`src/rtl/as2650_io_pkg.sv`:
```
// Shared register map, bit positions and reset constants for the AS2650 I/O responder.
package as2650_io_pkg;

  localparam logic [2:0] REG_GPO    = 3'd0;
  localparam logic [2:0] REG_GPI    = 3'd1;
  localparam logic [2:0] REG_RELOAD = 3'd2;
  localparam logic [2:0] REG_COUNT  = 3'd3;
  localparam logic [2:0] REG_CTRL   = 3'd4;
  localparam logic [2:0] REG_STATUS = 3'd5;
  localparam logic [2:0] REG_RXD    = 3'd6;
  localparam logic [2:0] REG_RSVD   = 3'd7;

  localparam int CTRL_TEN  = 0;
  localparam int CTRL_SSEL = 1;

  localparam int ST_EXPIRED = 0;
  localparam int ST_EMPTY   = 1;
  localparam int ST_FULL    = 2;
  localparam int ST_OVF     = 3;
  localparam int ST_FLAG    = 4;

  localparam logic [7:0] RELOAD_RST = 8'hFF;
  localparam logic [7:0] COUNT_RST  = 8'hFF;
  localparam logic [7:0] GPO_RST    = 8'h00;

endpackage

```
`src/rtl/as2650_io_responder_if.sv`:
```
// CPU I/O bus as seen between the AS2650 core (master) and a responder (slave).
interface as2650_io_responder_if;
  logic [12:0] adr;
  logic [7:0]  cpu_dout;
  logic [7:0]  cpu_din;
  logic        hit;
  logic        opreq;
  logic        m_io;
  logic        rw;
  logic        wrp;
  logic        d_c;
  logic        flag;
  logic        sense;

  modport master (
    output adr, cpu_dout, opreq, m_io, rw, wrp, d_c, flag,
    input  cpu_din, hit, sense
  );

  modport slave (
    input  adr, cpu_dout, opreq, m_io, rw, wrp, d_c, flag,
    output cpu_din, hit, sense
  );
endinterface

```
`src/rtl/as2650_rx_fifo.sv`:
```
// Small RX byte FIFO; pop of an empty FIFO and push into a full one (without pop) are ignored.
module as2650_rx_fifo #(
  parameter int DEPTH  = 4,
  parameter int DATA_W = 8
) (
  input  logic              clk,
  input  logic              rst,
  input  logic              push,
  input  logic              pop,
  input  logic [DATA_W-1:0] wdata,
  output logic [DATA_W-1:0] rdata,
  output logic              full,
  output logic              empty
);

  localparam int AW = $clog2(DEPTH);

  logic [DATA_W-1:0] mem [DEPTH];
  logic [AW:0]       wr_ptr;
  logic [AW:0]       rd_ptr;
  logic              do_pop;
  logic              do_push;

  // Extra pointer MSB distinguishes full from empty when the index bits match.
  assign empty   = (wr_ptr == rd_ptr);
  assign full    = (wr_ptr[AW] != rd_ptr[AW]) && (wr_ptr[AW-1:0] == rd_ptr[AW-1:0]);
  assign rdata   = mem[rd_ptr[AW-1:0]];
  assign do_pop  = pop & ~empty;
  assign do_push = push & (~full | do_pop);

  always_ff @(posedge clk) begin
    if (do_push) mem[wr_ptr[AW-1:0]] <= wdata;
  end

  always_ff @(posedge clk) begin
    if (rst) begin
      wr_ptr <= '0;
      rd_ptr <= '0;
    end else begin
      if (do_push) wr_ptr <= wr_ptr + 1'b1;
      if (do_pop)  rd_ptr <= rd_ptr + 1'b1;
    end
  end

endmodule

```
`src/rtl/as2650_io_responder.sv`:
```
// AS2650 I/O-space responder: GPIO latch, synchronised inputs, prescaled reload timer, RX FIFO.
module as2650_io_responder
  import as2650_io_pkg::*;
#(
  parameter logic [4:0] BASE_PORT  = 5'h1F,
  parameter int         PRESCALE   = 16,
  parameter int         FIFO_DEPTH = 4
) (
  input  logic                   clk,
  input  logic                   rst,
  as2650_io_responder_if.slave   bus,
  output logic [7:0]             gpio_out,
  input  logic [7:0]             gpio_in,
  input  logic                   rx_valid,
  input  logic [7:0]             rx_data
);

  localparam int              PS_W    = (PRESCALE > 1) ? $clog2(PRESCALE) : 1;
  localparam logic [PS_W-1:0] PS_LAST = PS_W'(PRESCALE - 1);

  logic            opreq_q;
  logic            armed;
  logic [7:0]      gpi_s1;
  logic [7:0]      gpi_s2;
  logic [7:0]      reload;
  logic [7:0]      count;
  logic [1:0]      ctrl;
  logic [PS_W-1:0] presc;
  logic            expired;
  logic            overflow;
  logic            fifo_full;
  logic            fifo_empty;
  logic            fifo_pop;
  logic [7:0]      fifo_rdata;
  logic [2:0]      sel;
  logic            start;
  logic            rd_start;
  logic            wr_en;
  logic            reload_wr;
  logic            status_wr;
  logic            tick;
  logic            set_exp;
  logic            set_ovf;
  logic [7:0]      status;
  logic [7:0]      rd_mux;
  logic            unused_ok;

  assign unused_ok = &{1'b0, bus.d_c, bus.adr[12:8]};

  assign sel       = bus.adr[2:0];
  assign bus.hit   = bus.opreq & ~bus.m_io & (bus.adr[7:3] == BASE_PORT);
  // armed stays low after reset until opreq has been seen low, so a held request never restarts.
  assign start     = bus.hit & ~opreq_q & armed;
  assign rd_start  = start & ~bus.rw;
  assign wr_en     = bus.hit & bus.rw & bus.wrp;
  assign reload_wr = wr_en & (sel == REG_RELOAD);
  assign status_wr = wr_en & (sel == REG_STATUS);
  assign tick      = ctrl[CTRL_TEN] & (presc == PS_LAST);
  assign fifo_pop  = rd_start & (sel == REG_RXD) & ~fifo_empty;
  assign set_ovf   = rx_valid & fifo_full & ~fifo_pop;
  assign set_exp   = tick & ~reload_wr & (count == 8'd0);

  always_comb begin
    status               = 8'h00;
    status[ST_EXPIRED]   = expired;
    status[ST_EMPTY]     = fifo_empty;
    status[ST_FULL]      = fifo_full;
    status[ST_OVF]       = overflow;
    status[ST_FLAG]      = bus.flag;
    rd_mux               = 8'h00;
    case (sel)
      REG_GPO:    rd_mux = gpio_out;
      REG_GPI:    rd_mux = gpi_s2;
      REG_RELOAD: rd_mux = reload;
      REG_COUNT:  rd_mux = count;
      REG_CTRL:   rd_mux = {6'b000000, ctrl};
      REG_STATUS: rd_mux = status;
      REG_RXD:    rd_mux = fifo_empty ? 8'h00 : fifo_rdata;
      REG_RSVD:   rd_mux = 8'h00;
      default:    rd_mux = 8'h00;
    endcase
  end

  as2650_rx_fifo #(
    .DEPTH  (FIFO_DEPTH),
    .DATA_W (8)
  ) u_rx_fifo (
    .clk   (clk),
    .rst   (rst),
    .push  (rx_valid),
    .pop   (fifo_pop),
    .wdata (rx_data),
    .rdata (fifo_rdata),
    .full  (fifo_full),
    .empty (fifo_empty)
  );

  always_ff @(posedge clk) begin
    if (rst) begin
      opreq_q     <= 1'b0;
      armed       <= 1'b0;
      bus.cpu_din <= 8'h00;
      bus.sense   <= 1'b0;
      gpio_out    <= GPO_RST;
      gpi_s1      <= 8'h00;
      gpi_s2      <= 8'h00;
      reload      <= RELOAD_RST;
      count       <= COUNT_RST;
      ctrl        <= 2'b00;
      presc       <= '0;
      expired     <= 1'b0;
      overflow    <= 1'b0;
    end else begin
      opreq_q   <= bus.opreq;
      armed     <= armed | ~bus.opreq;
      gpi_s1    <= gpio_in;
      gpi_s2    <= gpi_s1;
      bus.sense <= ctrl[CTRL_SSEL] ? ~fifo_empty : expired;

      if (rd_start) bus.cpu_din <= rd_mux;
      if (wr_en && (sel == REG_GPO))  gpio_out <= bus.cpu_dout;
      if (wr_en && (sel == REG_CTRL)) ctrl     <= bus.cpu_dout[1:0];

      // A RELOAD write restarts the timer and takes priority over a coincident tick.
      if (reload_wr) begin
        reload <= bus.cpu_dout;
        count  <= bus.cpu_dout;
        presc  <= '0;
      end else if (ctrl[CTRL_TEN]) begin
        if (tick) begin
          presc <= '0;
          count <= (count == 8'd0) ? reload : count - 8'd1;
        end else begin
          presc <= presc + 1'b1;
        end
      end

      // Sticky bits: a new event in the same cycle as a W1C keeps the bit set.
      expired  <= set_exp | (expired  & ~(status_wr & bus.cpu_dout[ST_EXPIRED]));
      overflow <= set_ovf | (overflow & ~(status_wr & bus.cpu_dout[ST_OVF]));
    end
  end

endmodule

```
`src/flat_wrapper.sv`:
```
// flat-port wrapper written by rule: the top's interface ports become plain ports
module as2650_io_responder_flat import as2650_io_pkg::*;
#(
  parameter logic [4:0] BASE_PORT  = 5'h1F,
  parameter int         PRESCALE   = 16,
  parameter int         FIFO_DEPTH = 4
)
  (clk, rst, gpio_out, gpio_in, rx_valid, rx_data, bus_adr, bus_cpu_dout, bus_opreq, bus_m_io, bus_rw, bus_wrp, bus_d_c, bus_flag, bus_cpu_din, bus_hit, bus_sense);
  as2650_io_responder_if bus_i ();
  input  logic clk;
  input  logic rst;
  output logic [7:0] gpio_out;
  input  logic [7:0] gpio_in;
  input  logic rx_valid;
  input  logic [7:0] rx_data;
  input wire logic [$bits(bus_i.adr)-1:0] bus_adr;
  input wire logic [$bits(bus_i.cpu_dout)-1:0] bus_cpu_dout;
  input wire logic [$bits(bus_i.opreq)-1:0] bus_opreq;
  input wire logic [$bits(bus_i.m_io)-1:0] bus_m_io;
  input wire logic [$bits(bus_i.rw)-1:0] bus_rw;
  input wire logic [$bits(bus_i.wrp)-1:0] bus_wrp;
  input wire logic [$bits(bus_i.d_c)-1:0] bus_d_c;
  input wire logic [$bits(bus_i.flag)-1:0] bus_flag;
  output wire logic [$bits(bus_i.cpu_din)-1:0] bus_cpu_din;
  output wire logic [$bits(bus_i.hit)-1:0] bus_hit;
  output wire logic [$bits(bus_i.sense)-1:0] bus_sense;
  assign bus_i.adr = bus_adr;
  assign bus_i.cpu_dout = bus_cpu_dout;
  assign bus_i.opreq = bus_opreq;
  assign bus_i.m_io = bus_m_io;
  assign bus_i.rw = bus_rw;
  assign bus_i.wrp = bus_wrp;
  assign bus_i.d_c = bus_d_c;
  assign bus_i.flag = bus_flag;
  assign bus_cpu_din = bus_i.cpu_din;
  assign bus_hit = bus_i.hit;
  assign bus_sense = bus_i.sense;
  as2650_io_responder #(.BASE_PORT(BASE_PORT), .PRESCALE(PRESCALE), .FIFO_DEPTH(FIFO_DEPTH)) u_core (.clk(clk), .rst(rst), .bus(bus_i), .gpio_out(gpio_out), .gpio_in(gpio_in), .rx_valid(rx_valid), .rx_data(rx_data));
endmodule
```
`config.mk`:
```
export PLATFORM = sky130hd
export DESIGN_NAME = as2650_io_responder_flat
export DESIGN_NICKNAME = d
export VERILOG_FILES = /design/src/rtl/as2650_io_pkg.sv /design/src/rtl/as2650_io_responder_if.sv /design/src/rtl/as2650_rx_fifo.sv /design/src/rtl/as2650_io_responder.sv /design/src/flat_wrapper.sv
export SDC_FILE = /design/constraint.sdc
export NUM_CORES = 1
export LEC_CHECK = 0
export CORE_UTILIZATION = 40
export CTS_BUF_LIST = sky130_fd_sc_hd__clkbuf_16
export CTS_CLUSTER_SIZE = 40
export DETAILED_ROUTE_END_ITERATION = 6
export PLACE_DENSITY = 0.74
export SLEW_MARGIN = 10
export SYNTH_ARGS = -nofsm -noshare
export SYNTH_HDL_FRONTEND = slang
export SYNTH_SLANG_ARGS = --single-unit
export TNS_END_PERCENT = 50
```
`constraint.sdc`:
```
create_clock -name clk -period 2.2 [get_ports clk]
set_input_delay 0.22 -clock clk [delete_from_list [all_inputs] [get_ports clk]]
set_output_delay 0.22 -clock clk [all_outputs]
set_load 0.1 [all_outputs]
```
# Word level (Yosys, flattened, before mapping)
# Memory sizes are Yosys's and may differ from the RTL's. A register that Yosys moved wholly into a read port is not among the register bits.
# Index checks and enable logic that the tools add are counted.
[word_totals] ff_bits=65 ramBits=32 n_memories=1 wordCells=89
[op_classes] eq_ne=12 n_bitwise=36 reduce_logical=9 mux=12 add_sub_neg=4
[memory_table] name="u_core.u_rx_fifo.mem" words=4 word_bits=8 rd=1 rd_clocked_by_memory_dff=1 write_ports=1 line="as2650_rx_fifo.sv:18" source="logic [DATA_W-1:0] mem [DEPTH];"
[op_table] op="$pmux W8 S8" n=1
[op_table] op="$mux W8" n=5
[op_table] op="$and A1 B1 Y1" n=22
[op_table] op="$eq A3 B3 Y1 const B" n=4
[op_table] op="$not A1 Y1" n=10
[op_table] op="$logic_not A8 Y1" n=1
[op_table] op="$sub A8 B1 Y8 const B" n=1
[op_table] op="$add A3 B1 Y3 const B" n=2
[op_table] op="$eq A3 B2 Y1 const B" n=2
[op_table] op="$eq A5 B5 Y1 const B" n=1
[op_table] op="$add A4 B1 Y4 const B" n=1
[op_table] op="$eq A4 B4 Y1 const B" n=1
[op_table] op="$mux W2" n=2
[op_table] op="$mux W4" n=1
[op_table] op="$or A1 B1 Y1" n=4
[op_table] op="$reduce_bool A2 Y1" n=2
[op_table] op="$eq A3 B1 Y1 const B" n=1
[op_table] op="$eq A3 B3 Y1" n=1
[op_table] op="$logic_and A1 B1 Y1" n=3
[op_table] op="$logic_not A3 Y1" n=1
[op_table] op="$mux W1" n=3
[op_table] op="$eq A2 B2 Y1" n=1
[op_table] op="$reduce_and A2 Y1" n=1
[op_table] op="$reduce_or A2 Y1" n=1
[op_table] op="$ne A1 B1 Y1" n=1

# Depth between registers and ports, before layout
[depth] ltp_word=13 depth_mapped=7 ltp_nobuf=7

# Modules after synthesis
# Synthesis repeated with hierarchy kept, for this count alone.
[unflattened] hier_cells=415 area_unflattened_um2=4546.9
[by_module_without_submodules] module="as2650_io_responder" cells_per_inst=318 seq_area_each_um2=1181.1 area_per_inst_um2=2847.7 n_inst=1
[by_module_without_submodules] module="as2650_rx_fifo" cells_per_inst=97 seq_area_each_um2=1121.1 area_per_inst_um2=1699.1 n_inst=1

# Worst setup path before layout
# Ideal clock, no wire load.
[synth_path] kind="in2reg" startpoint="input bus_adr[7]" endpoint="memory u_core.u_rx_fifo.mem[3][0] (enable)" n_path_buf=0 cell_stages=4 setup_ns=0.383 slack_ns=0.229 t_arrival_ns=1.588 cell_sequence="nand4_1 nor4_4 a21boi_2 nor3_1"
[synth_via] elab_chain_len=12
[synth_rtl] element="start: declaration" line="flat_wrapper.sv:16" source="input wire logic [$bits(bus_i.adr)-1:0] bus_adr;"
[synth_rtl] element="$eq A5 B5 Y1" line="as2650_io_responder.sv:51" source="assign bus.hit = bus.opreq & ~bus.m_io & (bus.adr[7:3] == BASE_PORT);"
[synth_rtl] element="$and A1 B1 Y1" line="as2650_io_responder.sv:51"
[synth_rtl] element="$and A1 B1 Y1 (2 in a row)" line="as2650_io_responder.sv:53" source="assign start = bus.hit & ~opreq_q & armed;"
[synth_rtl] element="$and A1 B1 Y1" line="as2650_io_responder.sv:54" source="assign rd_start = start & ~bus.rw;"
[synth_rtl] element="$and A1 B1 Y1 (2 in a row)" line="as2650_io_responder.sv:59" source="assign fifo_pop = rd_start & (sel == REG_RXD) & ~fifo_empty;"
[synth_rtl] element="$and A1 B1 Y1" line="as2650_rx_fifo.sv:28" source="assign do_pop = pop & ~empty;"
[synth_rtl] element="$or A1 B1 Y1" line="as2650_rx_fifo.sv:29" source="assign do_push = push & (~full | do_pop);"
[synth_rtl] element="$and A1 B1 Y1" line="as2650_rx_fifo.sv:29"
[synth_rtl] element="$mux W1" line="as2650_rx_fifo.sv:32" source="if (do_push) mem[wr_ptr[AW-1:0]] <= wdata;"
[synth_rtl] element="$mux W1 (not written as such)" line="as2650_rx_fifo.sv:32"
[synth_rtl] element="end: declaration" line="as2650_rx_fifo.sv:18"
# Every way passes these cells.

# Worst setup path after layout
[layout_path] startpoint="register u_core.count[1]" endpoint="register u_core.count[0]"
[layout_via] elab_chain_len=5
[layout_rtl] element="start: declaration" line="as2650_io_responder.sv:26" source="logic [7:0] count;"
[layout_rtl] element="start signal: assignment" line="as2650_io_responder.sv:127" source="count <= bus.cpu_dout;"
[layout_rtl] element="start signal: assignment" line="as2650_io_responder.sv:132" source="count <= (count == 8'd0) ? reload : count - 8'd1;"
[layout_rtl] element="$logic_not A8 Y1" line="as2650_io_responder.sv:132"
[layout_rtl] element="$mux W8" line="as2650_io_responder.sv:132"
[layout_rtl] element="$mux W8" line="as2650_io_responder.sv:130" source="if (tick) begin"
[layout_rtl] element="$mux W8" line="as2650_io_responder.sv:129" source="end else if (ctrl[CTRL_TEN]) begin"
[layout_rtl] element="$mux W8" line="as2650_io_responder.sv:125" source="if (reload_wr) begin"
# Every way passes these cells. The select of a mux whose other input is x is not followed.
# A chain may end at the register's enable or synchronous reset.

==> run metrics <==
number of nets with antenna violations after routing 0; Power Density about 680 nW/um^2; Post-Place Cell Area 5190 um^2; Hold Crit Class in -> reg; Core Rows 37; Die X between 100 and 150 um; Gate Count Post-Synth about 400; Multi-input gate area 1850 um^2; Final GP Congestion about 0.84; fin area between 5000 and 6000 um^2; gr usage total ~19%; Netlist cell types between 50 and 60; maximum VDD drop 502 uV; Register Area about 2300 um^2; Post-CTS Resized 0; Post-Syn Area per Cell between 10 and 15 um^2; DR vias 3,358; largest cells by area after synthesis dfxtp_1 (31%), edfxtp_1 (22%), mux2i_1 (4.2%); Static Leak between 2 and 2.5 nW; FILL cells 948; P&R area growth vs syn 27.0%; Seq/Total Area, Yosys between 50% and 60%; initial DRC count ~200; Worst-Margin Slew 0.518 ns; die area 11,200 um^2; Residual DRC 0; die height 106 um; diode count 0; top cells by count, synth dfxtp_1 (67), nor2_1 (40), edfxtp_1 (32); Clock Latency Late Sink around 0.35 ns; CTS tree done; ys flop type dfxtp_1; initial antenna violation count 0; final hold vios 0; yosys warns 0; Core ar. 10,400 um^2; top-count cell post-synth dfxtp_1; RSZ-0062 raised after global routing no; post-DP HPWL 7450 um; Avg WL per Cell 16.6 um; setup violators final 0; sinks on the clock net a little under 100; asr flop ratio synth 0%; synthesized net count 457; drt first pass iters 5; via count of the first global-routing pass 3,324; CP endpoint kind register; Detailed Route WL roughly 10,000 um; EDFF count, synth 32; Tmin final slightly below 2 ns; H-tree levels 3; Max FO, Critical Path 9; root buf cell clkbuf_16; Post-Syn Area between 4000 and 5000 um^2; fin nets approximately 530; crit start category register; Max-Cap Viols 0; clk_skew 0.00766 ns; CP Class reg -> reg; grt total ovfl 0; cell taking the most area after synthesis dfxtp_1; ratio of cells with drive above 1 in the final layout approximately 16%; TritonCTS Buffers 9; cts hold-fix bufs 0; IO Pins 64; Via density 5.42; final core utilization 52.8%; input/output buffers 57; setup bufs post-CTS 0; Starting Density 41.6%; outcome finished, final reports clean; clock slew seen by the registers of the worst setup and hold paths around 0.070 ns; Data arrival, critical path 2.16 ns; fin. max-slew vios 0; final worst path period share approximately 88%; Max Buffers Root-to-Sink 2; worst rel slew slack approximately two thirds; first-pass GRT wire length around 17,000 um; FF+latch count, synth just under 100; Required @ worst endpoint between 2 and 2.5 ns; FMAX between 0.5 and 0.6 GHz; largest net degree at the start of global routing a little over 40; Tot Pwr 0.00372 W; Yosys top cell area share between 30% and 40%
-- sequential cells by signal (all words and copies together), names as in the netlist, 2 cells and up, named ones only --
signal / flops
u_core.presc: 4
u_core.u_rx_fifo.wr_ptr: 3
u_core.u_rx_fifo.mem: 32
u_core.bus.cpu_din: 8
u_core.u_rx_fifo.rd_ptr: 3
u_core.gpio_out: 8
u_core.gpi_s2: 8
u_core.count: 8
u_core.ctrl: 2
u_core.reload: 8
u_core.gpi_s1: 8
-- final cells by class --
cell class | instances | area share (%)
multi-input combinational | 268 | 33.8
clock inverter | 6 | 0.731
inverter | 15 | 1.03
timing repair buffer | 85 | 14.7
tap | 136 | 3.11
sequential | 99 | 42.0
clock buffer | 10 | 4.57
-- layout by cell type (no fill, tap or decap), types with 4 or more instances in the layout --
master,count
a211oi_1,4
a21oi_1,25
a221oi_1,6
a31oi_1,4
and2_1,4
and3_1,8
buf_12,6
buf_4,40
clkbuf_16,10
clkdlybuf4s50_1,38
dfxtp_1,67
edfxtp_1,32
ha_1,8
inv_1,17
mux2i_1,18
mux4_2,8
nand2_1,23
nand2b_1,4
nand3_1,9
nor2_1,40
nor2b_1,21
nor3_1,13
nor4_1,4
o21ai_0,12
or3_1,5
xnor2_1,4
-- worst max-delay path: stages (launching register included) --
cell and delay (ns):
dfxtp_1 0.37, inv_1 0.10, ha_1 0.22, nor3b_2 0.48
and3_1 0.30, nor3_1 0.06, a311oi_1 0.19, o21ai_0 0.10
-- power by group --
| part | switching [W] | total [W] | internal [W] |
|---|---|---|---|
| clock | 0.000688 | 0.00152 | 0.000835 |
| sequential | 0.0000139 | 0.00194 | 0.00193 |
| combinational | 0.000125 | 0.000260 | 0.000135 |
| total | 0.000827 | 0.00372 | 0.00290 |
-- routing by layer --
metal / track usage [%] / part of all wire (%) / up-vias
met4: 5.06 / 0.84 / 0
met2: 34.0 / 51 / 98
li1: - / - / 1614
met1: 23.7 / 42 / 1635
met5: 0 / 0 / -
met3: 5.01 / 5.8 / 11
-- path summary, 6_finish.rpt --
kind,start,end,slack (ns),cells after the start
max,u_core.count[1],u_core.count[0],0.26,7
max reg2reg,u_core.count[1],u_core.count[0],0.26,7
min reg2reg,u_core.gpi_s1[2],u_core.gpi_s2[2],0.44,1
min,rst,u_core.gpio_out[3],0.31,2
-- per-stage QoR --
stage | hold slack (ns) | instances | setup TNS (ns) | setup WS, ns
after global placement | 0.427 | 603 | 0 | 0.0652
final | 0.308 | 619 | 0 | 0.264
after CTS | 0.297 | 619 | 0 | 0.284
after detailed placement | 0.430 | 603 | -0.0733 | -0.0102
after global routing | 0.331 | 619 | 0 | 0.0555
after floorplan | 0.312 | 403 | 0 | 0.229
-- logic make-up after synthesis --
family | Yosys count | share of synthesized area, %
buffers and inverters | 36 | 3.66
DFF | 99 | 53.4
adders and majority gates | 8 | 2.32
xor gates and xnor gates | 7 | 1.42
AOI/OAI and AO/OA | 79 | 12.2
muxes | 29 | 9.14
and+or+nand+nor | 145 | 17.9
Note: power is estimated with default switching activity, not from simulation.
